### config.mk
export PLATFORM = sky130hd
export DESIGN_NAME = rvmc_controller
export DESIGN_NICKNAME = d
export VERILOG_FILES = /design/src/rtl/rvmc_pkg.sv /design/src/rtl/rvmc_aludec.sv /design/src/rtl/rvmc_controller.sv
export SDC_FILE = /design/constraint.sdc
export NUM_CORES = 1
export LEC_CHECK = 0
export CAP_MARGIN = 10
export CORE_MARGIN = 2
export CORE_UTILIZATION = 35
export DETAILED_ROUTE_END_ITERATION = 7
export PLACE_DENSITY = 0.68
export SLEW_MARGIN = 20
export SYNTH_ARGS = -nofsm -noshare
export SYNTH_HDL_FRONTEND = slang
export SYNTH_SLANG_ARGS = --single-unit
### constraint.sdc
create_clock -name clk -period 5.3 [get_ports clk]
set_input_delay 1.06 -clock clk [delete_from_list [all_inputs] [get_ports clk]]
set_output_delay 1.06 -clock clk [all_outputs]
set_load 0.005 [all_outputs]
### src/rtl/rvmc_pkg.sv
// rvmc_pkg: shared types and encodings for the multicycle RISC-V control unit.
//   state_t      - FSM state encoding (exported on state_o for debug)
//   OP_*         - opcode values recognised by the decoder
//   ALU_*        - ALUControl encodings
//   aluop_t      - coarse ALU operation class chosen per state
//   RES_*/SRCA_*/SRCB_*/IMM_* - datapath select encodings
//   imm_src()    - immediate format selection from the opcode
package rvmc_pkg;

    typedef enum logic [3:0] {
        S_FETCH    = 4'd0,
        S_DECODE   = 4'd1,
        S_MEMADR   = 4'd2,
        S_MEMREAD  = 4'd3,
        S_MEMWB    = 4'd4,
        S_MEMWRITE = 4'd5,
        S_EXECUTER = 4'd6,
        S_EXECUTEI = 4'd7,
        S_ALUWB    = 4'd8,
        S_BRANCH   = 4'd9,
        S_JAL      = 4'd10,
        S_FAULT    = 4'd11
    } state_t;

    localparam logic [6:0] OP_LW  = 7'b0000011;
    localparam logic [6:0] OP_SW  = 7'b0100011;
    localparam logic [6:0] OP_R   = 7'b0110011;
    localparam logic [6:0] OP_I   = 7'b0010011;
    localparam logic [6:0] OP_BR  = 7'b1100011;
    localparam logic [6:0] OP_JAL = 7'b1101111;

    localparam logic [2:0] ALU_ADD = 3'b000;
    localparam logic [2:0] ALU_SUB = 3'b001;
    localparam logic [2:0] ALU_AND = 3'b010;
    localparam logic [2:0] ALU_OR  = 3'b011;
    localparam logic [2:0] ALU_XOR = 3'b100;
    localparam logic [2:0] ALU_SLT = 3'b101;
    localparam logic [2:0] ALU_SLL = 3'b110;
    localparam logic [2:0] ALU_SRL = 3'b111;

    typedef enum logic [1:0] {
        ALUOP_ADD   = 2'b00,
        ALUOP_SUB   = 2'b01,
        ALUOP_FUNCT = 2'b10
    } aluop_t;

    localparam logic [1:0] RES_ALUOUT    = 2'b00;
    localparam logic [1:0] RES_DATA      = 2'b01;
    localparam logic [1:0] RES_ALURESULT = 2'b10;

    localparam logic [1:0] SRCA_PC    = 2'b00;
    localparam logic [1:0] SRCA_OLDPC = 2'b01;
    localparam logic [1:0] SRCA_A     = 2'b10;

    localparam logic [1:0] SRCB_WD   = 2'b00;
    localparam logic [1:0] SRCB_IMM  = 2'b01;
    localparam logic [1:0] SRCB_FOUR = 2'b10;

    localparam logic [1:0] IMM_I = 2'b00;
    localparam logic [1:0] IMM_S = 2'b01;
    localparam logic [1:0] IMM_B = 2'b10;
    localparam logic [1:0] IMM_J = 2'b11;

    function automatic logic [1:0] imm_src(input logic [6:0] op);
        case (op)
            OP_SW:   imm_src = IMM_S;
            OP_BR:   imm_src = IMM_B;
            OP_JAL:  imm_src = IMM_J;
            default: imm_src = IMM_I;
        endcase
    endfunction

endpackage

### src/rtl/rvmc_aludec.sv
// rvmc_aludec: combinational ALU decoder.
//   alu_op      in  coarse operation class from the FSM
//   funct3      in  Instr[14:12]
//   funct7b5    in  Instr[30]
//   op5         in  Instr[5] (distinguishes R-type from I-type)
//   alu_control out ALUControl encoding
//   legal       out funct3/funct7 decode is supported; reflects the R/I
//                   decode regardless of alu_op so DECODE can screen it
//                   while the ALU itself is still doing an add
// Parameter EXT_ALU enables xor/sll/srl.
module rvmc_aludec
    import rvmc_pkg::*;
#(
    parameter int unsigned EXT_ALU = 0
) (
    input  aluop_t      alu_op,
    input  logic [2:0]  funct3,
    input  logic        funct7b5,
    input  logic        op5,
    output logic [2:0]  alu_control,
    output logic        legal
);

    logic [2:0] funct_ctrl;
    logic       ext_en;

    assign ext_en = (EXT_ALU != 0);

    always_comb begin
        funct_ctrl = ALU_ADD;
        legal      = 1'b0;
        case (funct3)
            3'b000: begin
                legal      = 1'b1;
                // I-type never subtracts: funct7b5 there is immediate bits
                funct_ctrl = (funct7b5 & op5) ? ALU_SUB : ALU_ADD;
            end
            3'b010: begin legal = 1'b1;   funct_ctrl = ALU_SLT; end
            3'b110: begin legal = 1'b1;   funct_ctrl = ALU_OR;  end
            3'b111: begin legal = 1'b1;   funct_ctrl = ALU_AND; end
            3'b100: begin legal = ext_en; funct_ctrl = ALU_XOR; end
            3'b001: begin legal = ext_en; funct_ctrl = ALU_SLL; end
            3'b101: begin legal = ext_en; funct_ctrl = ALU_SRL; end
            default: begin legal = 1'b0;  funct_ctrl = ALU_ADD; end
        endcase
    end

    always_comb begin
        alu_control = ALU_ADD;
        case (alu_op)
            ALUOP_ADD:   alu_control = ALU_ADD;
            ALUOP_SUB:   alu_control = ALU_SUB;
            ALUOP_FUNCT: alu_control = legal ? funct_ctrl : ALU_ADD;
            default:     alu_control = ALU_ADD;
        endcase
    end

endmodule

### src/rtl/rvmc_controller.sv
// rvmc_controller: multicycle Moore control FSM for a RISC-V core with a
// shared instruction/data memory and a ready-handshaked memory port.
//   Inputs : clk, reset (sync, active-high), op, funct3, funct7b5, Zero,
//            mem_ready
//   Outputs: PCWrite, AdrSrc, MemRead, MemWrite, IRWrite, RegWrite,
//            ResultSrc, ALUSrcA, ALUSrcB, ImmSrc, ALUControl, fault, state_o
// Parameters: EXT_ALU (xor/sll/srl decode), MEM_TIMEOUT (wait-state limit,
// 0 = none).
// Macro RVMC_BNE_EN: accept bne (branch funct3 001, taken on !Zero).
module rvmc_controller
    import rvmc_pkg::*;
#(
    parameter int unsigned EXT_ALU     = 0,
    parameter int unsigned MEM_TIMEOUT = 0
) (
    input  logic        clk,
    input  logic        reset,
    input  logic [6:0]  op,
    input  logic [2:0]  funct3,
    input  logic        funct7b5,
    input  logic        Zero,
    input  logic        mem_ready,
    output logic        PCWrite,
    output logic        AdrSrc,
    output logic        MemRead,
    output logic        MemWrite,
    output logic        IRWrite,
    output logic        RegWrite,
    output logic [1:0]  ResultSrc,
    output logic [1:0]  ALUSrcA,
    output logic [1:0]  ALUSrcB,
    output logic [1:0]  ImmSrc,
    output logic [2:0]  ALUControl,
    output logic        fault,
    output logic [3:0]  state_o
);

    localparam int unsigned WAIT_W =
        (MEM_TIMEOUT > 0) ? $clog2(MEM_TIMEOUT + 1) : 1;
    localparam logic [WAIT_W-1:0] WAIT_LIMIT = WAIT_W'(MEM_TIMEOUT);

    state_t              state_q, state_d;
    logic [WAIT_W-1:0]   wait_q, wait_d;

    aluop_t              alu_op;
    logic                funct_legal;
    logic                branch_legal;
    logic                taken;
    logic                mem_wait;
    logic                timeout;

    logic                pc_update;
    logic                branch;
    logic                ir_write_raw;
    logic                mem_read_raw;
    logic                mem_write_raw;
    logic                reg_write_raw;

    rvmc_aludec #(
        .EXT_ALU (EXT_ALU)
    ) u_aludec (
        .alu_op      (alu_op),
        .funct3      (funct3),
        .funct7b5    (funct7b5),
        .op5         (op[5]),
        .alu_control (ALUControl),
        .legal       (funct_legal)
    );

    always_comb begin
`ifdef RVMC_BNE_EN
        branch_legal = (funct3 == 3'b000) || (funct3 == 3'b001);
        taken        = (funct3 == 3'b001) ? ~Zero : Zero;
`else
        branch_legal = (funct3 == 3'b000);
        taken        = Zero;
`endif
    end

    // A wait cycle is any cycle in a memory state without a completed access.
    assign mem_wait = ((state_q == S_FETCH) || (state_q == S_MEMREAD) ||
                       (state_q == S_MEMWRITE)) && !mem_ready;
    assign timeout  = (MEM_TIMEOUT != 0) && mem_wait && (wait_q == WAIT_LIMIT);

    always_comb begin
        state_d = state_q;
        case (state_q)
            S_FETCH: begin
                if (mem_ready)    state_d = S_DECODE;
                else if (timeout) state_d = S_FAULT;
            end
            S_DECODE: begin
                case (op)
                    OP_LW, OP_SW: state_d = S_MEMADR;
                    OP_R:         state_d = funct_legal  ? S_EXECUTER : S_FAULT;
                    OP_I:         state_d = funct_legal  ? S_EXECUTEI : S_FAULT;
                    OP_BR:        state_d = branch_legal ? S_BRANCH   : S_FAULT;
                    OP_JAL:       state_d = S_JAL;
                    default:      state_d = S_FAULT;
                endcase
            end
            S_MEMADR:   state_d = op[5] ? S_MEMWRITE : S_MEMREAD;
            S_MEMREAD: begin
                if (mem_ready)    state_d = S_MEMWB;
                else if (timeout) state_d = S_FAULT;
            end
            S_MEMWB:    state_d = S_FETCH;
            S_MEMWRITE: begin
                if (mem_ready)    state_d = S_FETCH;
                else if (timeout) state_d = S_FAULT;
            end
            S_EXECUTER: state_d = S_ALUWB;
            S_EXECUTEI: state_d = S_ALUWB;
            S_ALUWB:    state_d = S_FETCH;
            S_BRANCH:   state_d = S_FETCH;
            S_JAL:      state_d = S_ALUWB;
            S_FAULT:    state_d = S_FAULT;
            default:    state_d = S_FAULT;
        endcase
    end

    // Saturating wait counter, cleared whenever the state changes.
    always_comb begin
        wait_d = wait_q;
        if (state_d != state_q)
            wait_d = '0;
        else if (mem_wait && (wait_q != '1))
            wait_d = wait_q + 1'b1;
    end

    always_ff @(posedge clk) begin
        if (reset) begin
            state_q <= S_FETCH;
            wait_q  <= '0;
        end else begin
            state_q <= state_d;
            wait_q  <= wait_d;
        end
    end

    always_comb begin
        pc_update     = 1'b0;
        branch        = 1'b0;
        ir_write_raw  = 1'b0;
        mem_read_raw  = 1'b0;
        mem_write_raw = 1'b0;
        reg_write_raw = 1'b0;
        AdrSrc        = 1'b0;
        ResultSrc     = RES_ALUOUT;
        ALUSrcA       = SRCA_PC;
        ALUSrcB       = SRCB_WD;
        alu_op        = ALUOP_ADD;
        case (state_q)
            S_FETCH: begin
                mem_read_raw = 1'b1;
                ALUSrcA      = SRCA_PC;
                ALUSrcB      = SRCB_FOUR;
                ResultSrc    = RES_ALURESULT;
                ir_write_raw = mem_ready;
                pc_update    = mem_ready;
            end
            S_DECODE: begin
                ALUSrcA = SRCA_OLDPC;
                ALUSrcB = SRCB_IMM;
            end
            S_MEMADR: begin
                ALUSrcA = SRCA_A;
                ALUSrcB = SRCB_IMM;
            end
            S_MEMREAD: begin
                AdrSrc       = 1'b1;
                mem_read_raw = 1'b1;
            end
            S_MEMWB: begin
                ResultSrc     = RES_DATA;
                reg_write_raw = 1'b1;
            end
            S_MEMWRITE: begin
                AdrSrc        = 1'b1;
                mem_write_raw = 1'b1;
            end
            S_EXECUTER: begin
                ALUSrcA = SRCA_A;
                ALUSrcB = SRCB_WD;
                alu_op  = ALUOP_FUNCT;
            end
            S_EXECUTEI: begin
                ALUSrcA = SRCA_A;
                ALUSrcB = SRCB_IMM;
                alu_op  = ALUOP_FUNCT;
            end
            S_ALUWB: begin
                reg_write_raw = 1'b1;
            end
            S_BRANCH: begin
                ALUSrcA = SRCA_A;
                ALUSrcB = SRCB_WD;
                alu_op  = ALUOP_SUB;
                branch  = 1'b1;
            end
            S_JAL: begin
                ALUSrcA   = SRCA_OLDPC;
                ALUSrcB   = SRCB_FOUR;
                pc_update = 1'b1;
            end
            default: ;
        endcase
    end

    // Enables are masked during reset so an in-flight access is dropped
    // in the same cycle reset is raised.
    assign PCWrite  = ~reset & (pc_update | (branch & taken));
    assign IRWrite  = ~reset & ir_write_raw;
    assign MemRead  = ~reset & mem_read_raw;
    assign MemWrite = ~reset & mem_write_raw;
    assign RegWrite = ~reset & reg_write_raw;

    assign ImmSrc  = imm_src(op);
    assign fault   = (state_q == S_FAULT);
    assign state_o = state_q;

endmodule

# Word level (Yosys, flattened, before mapping)
# Cells that the tools add are included.
[classes] add_sub_neg=0 mul=0 div_mod_pow=0 magnitude_cmp=0 eq_ne=28 shift=0 muxes=26 n_bitwise=9 n_reduce_logical=15
[ops] cell="$pmux 4 s7" n=1
[ops] cell="$pmux 3 s7" n=1
[ops] cell="$mux 4" n=5
[ops] cell="$pmux 4 s5" n=1
[ops] cell="$eq 4x3->1 const B" n=4
[ops] cell="$eq 4x4->1 const B" n=4
[ops] cell="$pmux 2 s2" n=4
[ops] cell="$eq 7x6->1 const B" n=2
[ops] cell="$eq 7x7->1 const B" n=2
[ops] cell="$reduce_or 2->1" n=7
[ops] cell="$eq 3x3->1 const B" n=4
[ops] cell="$reduce_or 3->1" n=3
[ops] cell="$eq 4x2->1 const B" n=2
[ops] cell="$mux 1" n=8
[ops] cell="$reduce_or 4->1" n=2
[ops] cell="$and 1x1->1" n=7
[ops] cell="$eq 7x2->1 const B" n=1
[ops] cell="$eq 7x5->1 const B" n=1
[ops] cell="$mux 3" n=2
[ops] cell="$ne 2x2->1 const B" n=3
[ops] cell="$pmux 2 s3" n=1
[ops] cell="$pmux 3 s2" n=1
[ops] cell="$eq 4x1->1 const B" n=1
[ops] cell="$logic_not 4->1" n=1
[ops] cell="other kinds (10)" n=10
[word_totals] register_bits=4 latchBits=0 ram_bits=0 romBits=0 output_inout_bits=22 mem_count=0

# Depth between registers and ports, before layout
[depth] ltp_word=6 depth_mapped=7 mapped_depth_nobuf=6

# By module
# A second synthesis with hierarchy kept.
[unflattened] cells_unflattened=110 area_unflattened_um2=748.2
[modules_own_cells] mod="rvmc_controller" n_inst=1 cells_each=98 area_per_inst_um2=663.1
[modules_own_cells] mod="rvmc_aludec" n_inst=1 cells_each=12 area_per_inst_um2=85.1

# Worst setup path before layout
# No wires, ideal clock.
[synth_timing] path_kind="input to output" start="in op[2]" end="out ImmSrc[0]" arrival_time_ns=1.921 t_required_ns=4.240 setup_slack_ns=2.319 path_stages=4 path_buffers=0 cell_sequence="or2_4 or3_4 o21ai_0 and2_1"
[synth_via] elab_chain_len=2 elab_cells_between_ends=4 cone_classes="3 x eq/ne; 1 x mux"
[synth_rtl] element="from (decl)" line_no="rvmc_controller.sv:18" source="input logic [6:0] op,"
[synth_rtl] element="$eq 7x7->1 or $eq 7x6->1 (tied branches)" line_no="rvmc_pkg.sv:65" source="case (op)"
[synth_rtl] element="$pmux 2 s3 *" line_no="rvmc_pkg.sv:65"
[synth_rtl] element="to (decl)" line_no="rvmc_controller.sv:32" source="output logic [1:0] ImmSrc,"
# Mark *: on every way between the ends. The rest lies on a longest branch, timed or not.

# Final worst setup path
# Ends and elaborated chain as after synthesis.

==> impl_metrics.py <==
metrics = {
    "pwr": {
        "peakVddDrop_v": 0.000141,
        "power.leakage_nw": 0.407,
        "powerDensity_nw_per_um2": 374,
    },
    "grt": {
        "gr-total-overflow": 0,
        "grt_pass1_vias": 754,
        "top_usage_layer": "met2",
        "use_met1_pct": 19.3,
        "grt_max_degree": 24,
        "grt_pass1_wl_um": 3170,
        "antenna_found_initial": 0,
        "grt_util_met3_pct": 4.91,
        "use_met2_pct": 26.1,
        "track_usage_pct": 16.4,
    },
    "timing": {
        "relSlewSlack_pct": 48.3,
        "clock-skew-final_ps": 3.89,
        "fin_setup_tns_ps": 0,
        "setup_viol": 0,
        "min_period_over_period_pct": 75.3,
        "layout_setup_ws_ps": 1310,
        "final-max-slew-violation-count": 0,
        "rsz0062_at_grt": "false",
        "period_minus_slack_ps": 3990,
        "clock.fmax_mhz": 251,
        "hold_viol": 0,
        "worstMarginPinSlew_ps": 775,
        "holdWs_ps": 855,
    },
    "floorplan": {
        "die_x_um": 49.3,
        "die_y_um": 49.3,
        "core_um2": 1940,
        "initial_core_util_pct": 37.0,
        "dieArea_um2": 2430,
        "pin_count": 37,
        "rows": 16,
    },
    "worst_setup_path": {
        "required_ps": 4240,
        "cp-start-kind": "input port",
        "end_kind": "output port",
        "path_max_fanout": 5,
        "crit_type": "input port to output port",
        "worstPathArrival_ps": 2930,
    },
    "clock_tree": {
        "cts_tree": "done",
        "htree_levels": 1,
        "postCtsSetupBuffers": 0,
        "clock_tree.root_cell": "clkbuf_4",
        "cts.path.max_buffers": 2,
        "clk_latency_ps": 240,
        "cts_buffers": 3,
        "cts-resized-gates": 0,
        "numClockSinks": 4,
        "holdBufCountCts": 0,
        "cts.reportedPaths.clkPinSlew_ps": 40,
    },
    "drt": {
        "drtAntennaViolNets": 0,
        "vias": 887,
        "finalWirelength_um": 1940,
        "post_drt_wl_per_cell_um": 12.1,
        "dr.pass1.iters": 4,
        "drt_iter0_markers": 14,
        "drc": 0,
        "vias_per_cell": 5.54,
    },
    "synth": {
        "synth_seq_cells": 4,
        "synth_ff_type": "dfxtp_1",
        "ys_types": 41,
        "synth_edf_count": 0,
        "syn_nets": 119,
        "synth_async_sr_flop_share_pct": 0,
        "synth_area_um2": 718,
        "yosys_warnings": 0,
        "syn_area_per_cell_um2": 7.04,
        "ys_seq_area_share_pct": 11.1,
        "synth_cells": 102,
    },
    "finish": {
        "drive_above_1_share_pct": 8.27,
        "antennaDiodeCount": 0,
        "fin_nets": 152,
        "largest_reg_flops": 4,
        "area_growth_syn_to_layout_pct": 53.1,
        "fin_util_pct": 56.6,
    },
    "outcome": {
        "status": "finished, final reports clean",
    },
    "place": {
        "numPortBuffers": 36,
        "gp_congestion": 0.722,
        "dp_slack_ps": 1330,
        "hpwl_um": 1450,
    },
    "hold_path": {
        "hp-class": "register to register",
    },
    "flow_run": {
        "drv_cap": 0,
    },
}
## power breakdown
group	switching, W	total (W)	internal [W]	leakage (nW)
clock	0.0000129	0.0000383	0.0000254	0.0138
combinational	0.0000979	0.000273	0.000175	0.360
sequential	0.0000587	0.0000996	0.0000409	0.0328
total	0.000169	0.000411	0.000242	0.407
## layer usage
layer | wire length [um] | share of wire (%)
met5 | 0 | 0
met4 | 15 | 0.77
met3 | 149 | 7.7
met2 | 925 | 48
met1 | 853 | 44
## cell type report
cell class,instances,area (um^2)
clock buffer,3,22.5
inverter,4,15.0
sequential,4,80.1
fill,186,842
tap,27,33.8
multi-input combinational,86,588
timing repair buffer,36,360
## layout by cell type, fill, tap and decap left out, types with 2 or more instances in the layout
cell | netlist | routed
and3_1 | 3 | 3
a221oi_1 | 2 | 2
a22oi_1 | 2 | 2
nor4_1 | 2 | 2
inv_1 | 4 | 4
or2_2 | 3 | 3
ha_1 | 2 | 2
a21oi_1 | 2 | 2
a21o_1 | 2 | 2
dfxtp_1 | 4 | 4
nor2_1 | 4 | 4
nor3b_1 | 2 | 2
nand2_1 | 11 | 11
a31oi_1 | 2 | 2
nand2b_1 | 8 | 8
and2_1 | 3 | 3
nor3_1 | 8 | 8
a211oi_1 | 2 | 2
o21ai_0 | 4 | 4
clkdlybuf4s50_1 | 0 | 36
o22ai_1 | 2 | 2
nand3b_1 | 2 | 2
clkbuf_4 | 0 | 3
nor2b_1 | 4 | 4
## worst max-delay path, cell delays in order
cell,delay [ps]
clkdlybuf4s50_1,440
or2_4,280
or3_4,360
o21ai_0,150
and2_1,140
clkdlybuf4s50_1,500
## kinds of logic after synthesis
group | Yosys count | synth area share [%]
AOI/OAI and AO/OA | 25 | 28.0
DFF | 4 | 11.2
and+or+nand+nor | 57 | 47.9
xor gates and xnor gates | 2 | 2.44
adders and majority gates | 2 | 3.48
buffers and inverters | 12 | 6.97
## cell usage after synthesis, drive strengths merged, types with 3 or more instances
cell | n | area (um^2)
and2 | 3 | 18.8
inv | 4 | 15.0
a221oi | 3 | 32.5
nand2b | 8 | 50.1
or2 | 4 | 27.5
clkbuf | 3 | 11.3
nand2 | 11 | 41.3
nor3 | 8 | 40.0
nor2b | 4 | 25.0
o21ai | 4 | 20.0
dfxtp | 4 | 80.1
nor2 | 4 | 15.0
and3 | 3 | 18.8
nor4 | 3 | 33.8
buf | 5 | 23.8
## worst paths after layout
check | start | end | slack (ps) | cells past startpoint
max | op[2] | ImmSrc[0] | 1310 | 6
min | state_o[2] | state_o[3] | 850 | 2
max reg2reg | state_o[1] | state_o[0] | 3530 | 4
min reg2reg | state_o[2] | state_o[3] | 850 | 2
## metrics by stage
step,instances,instance area (um^2),total power [W]
after floorplan,102,718,0.000243
after global placement,157,1080,0.000372
after detailed placement,157,1080,0.000373
after CTS,160,1100,0.000414
after global routing,160,1100,0.000448
final,160,1100,0.000411
Note: power is estimated with default switching activity, not from simulation.
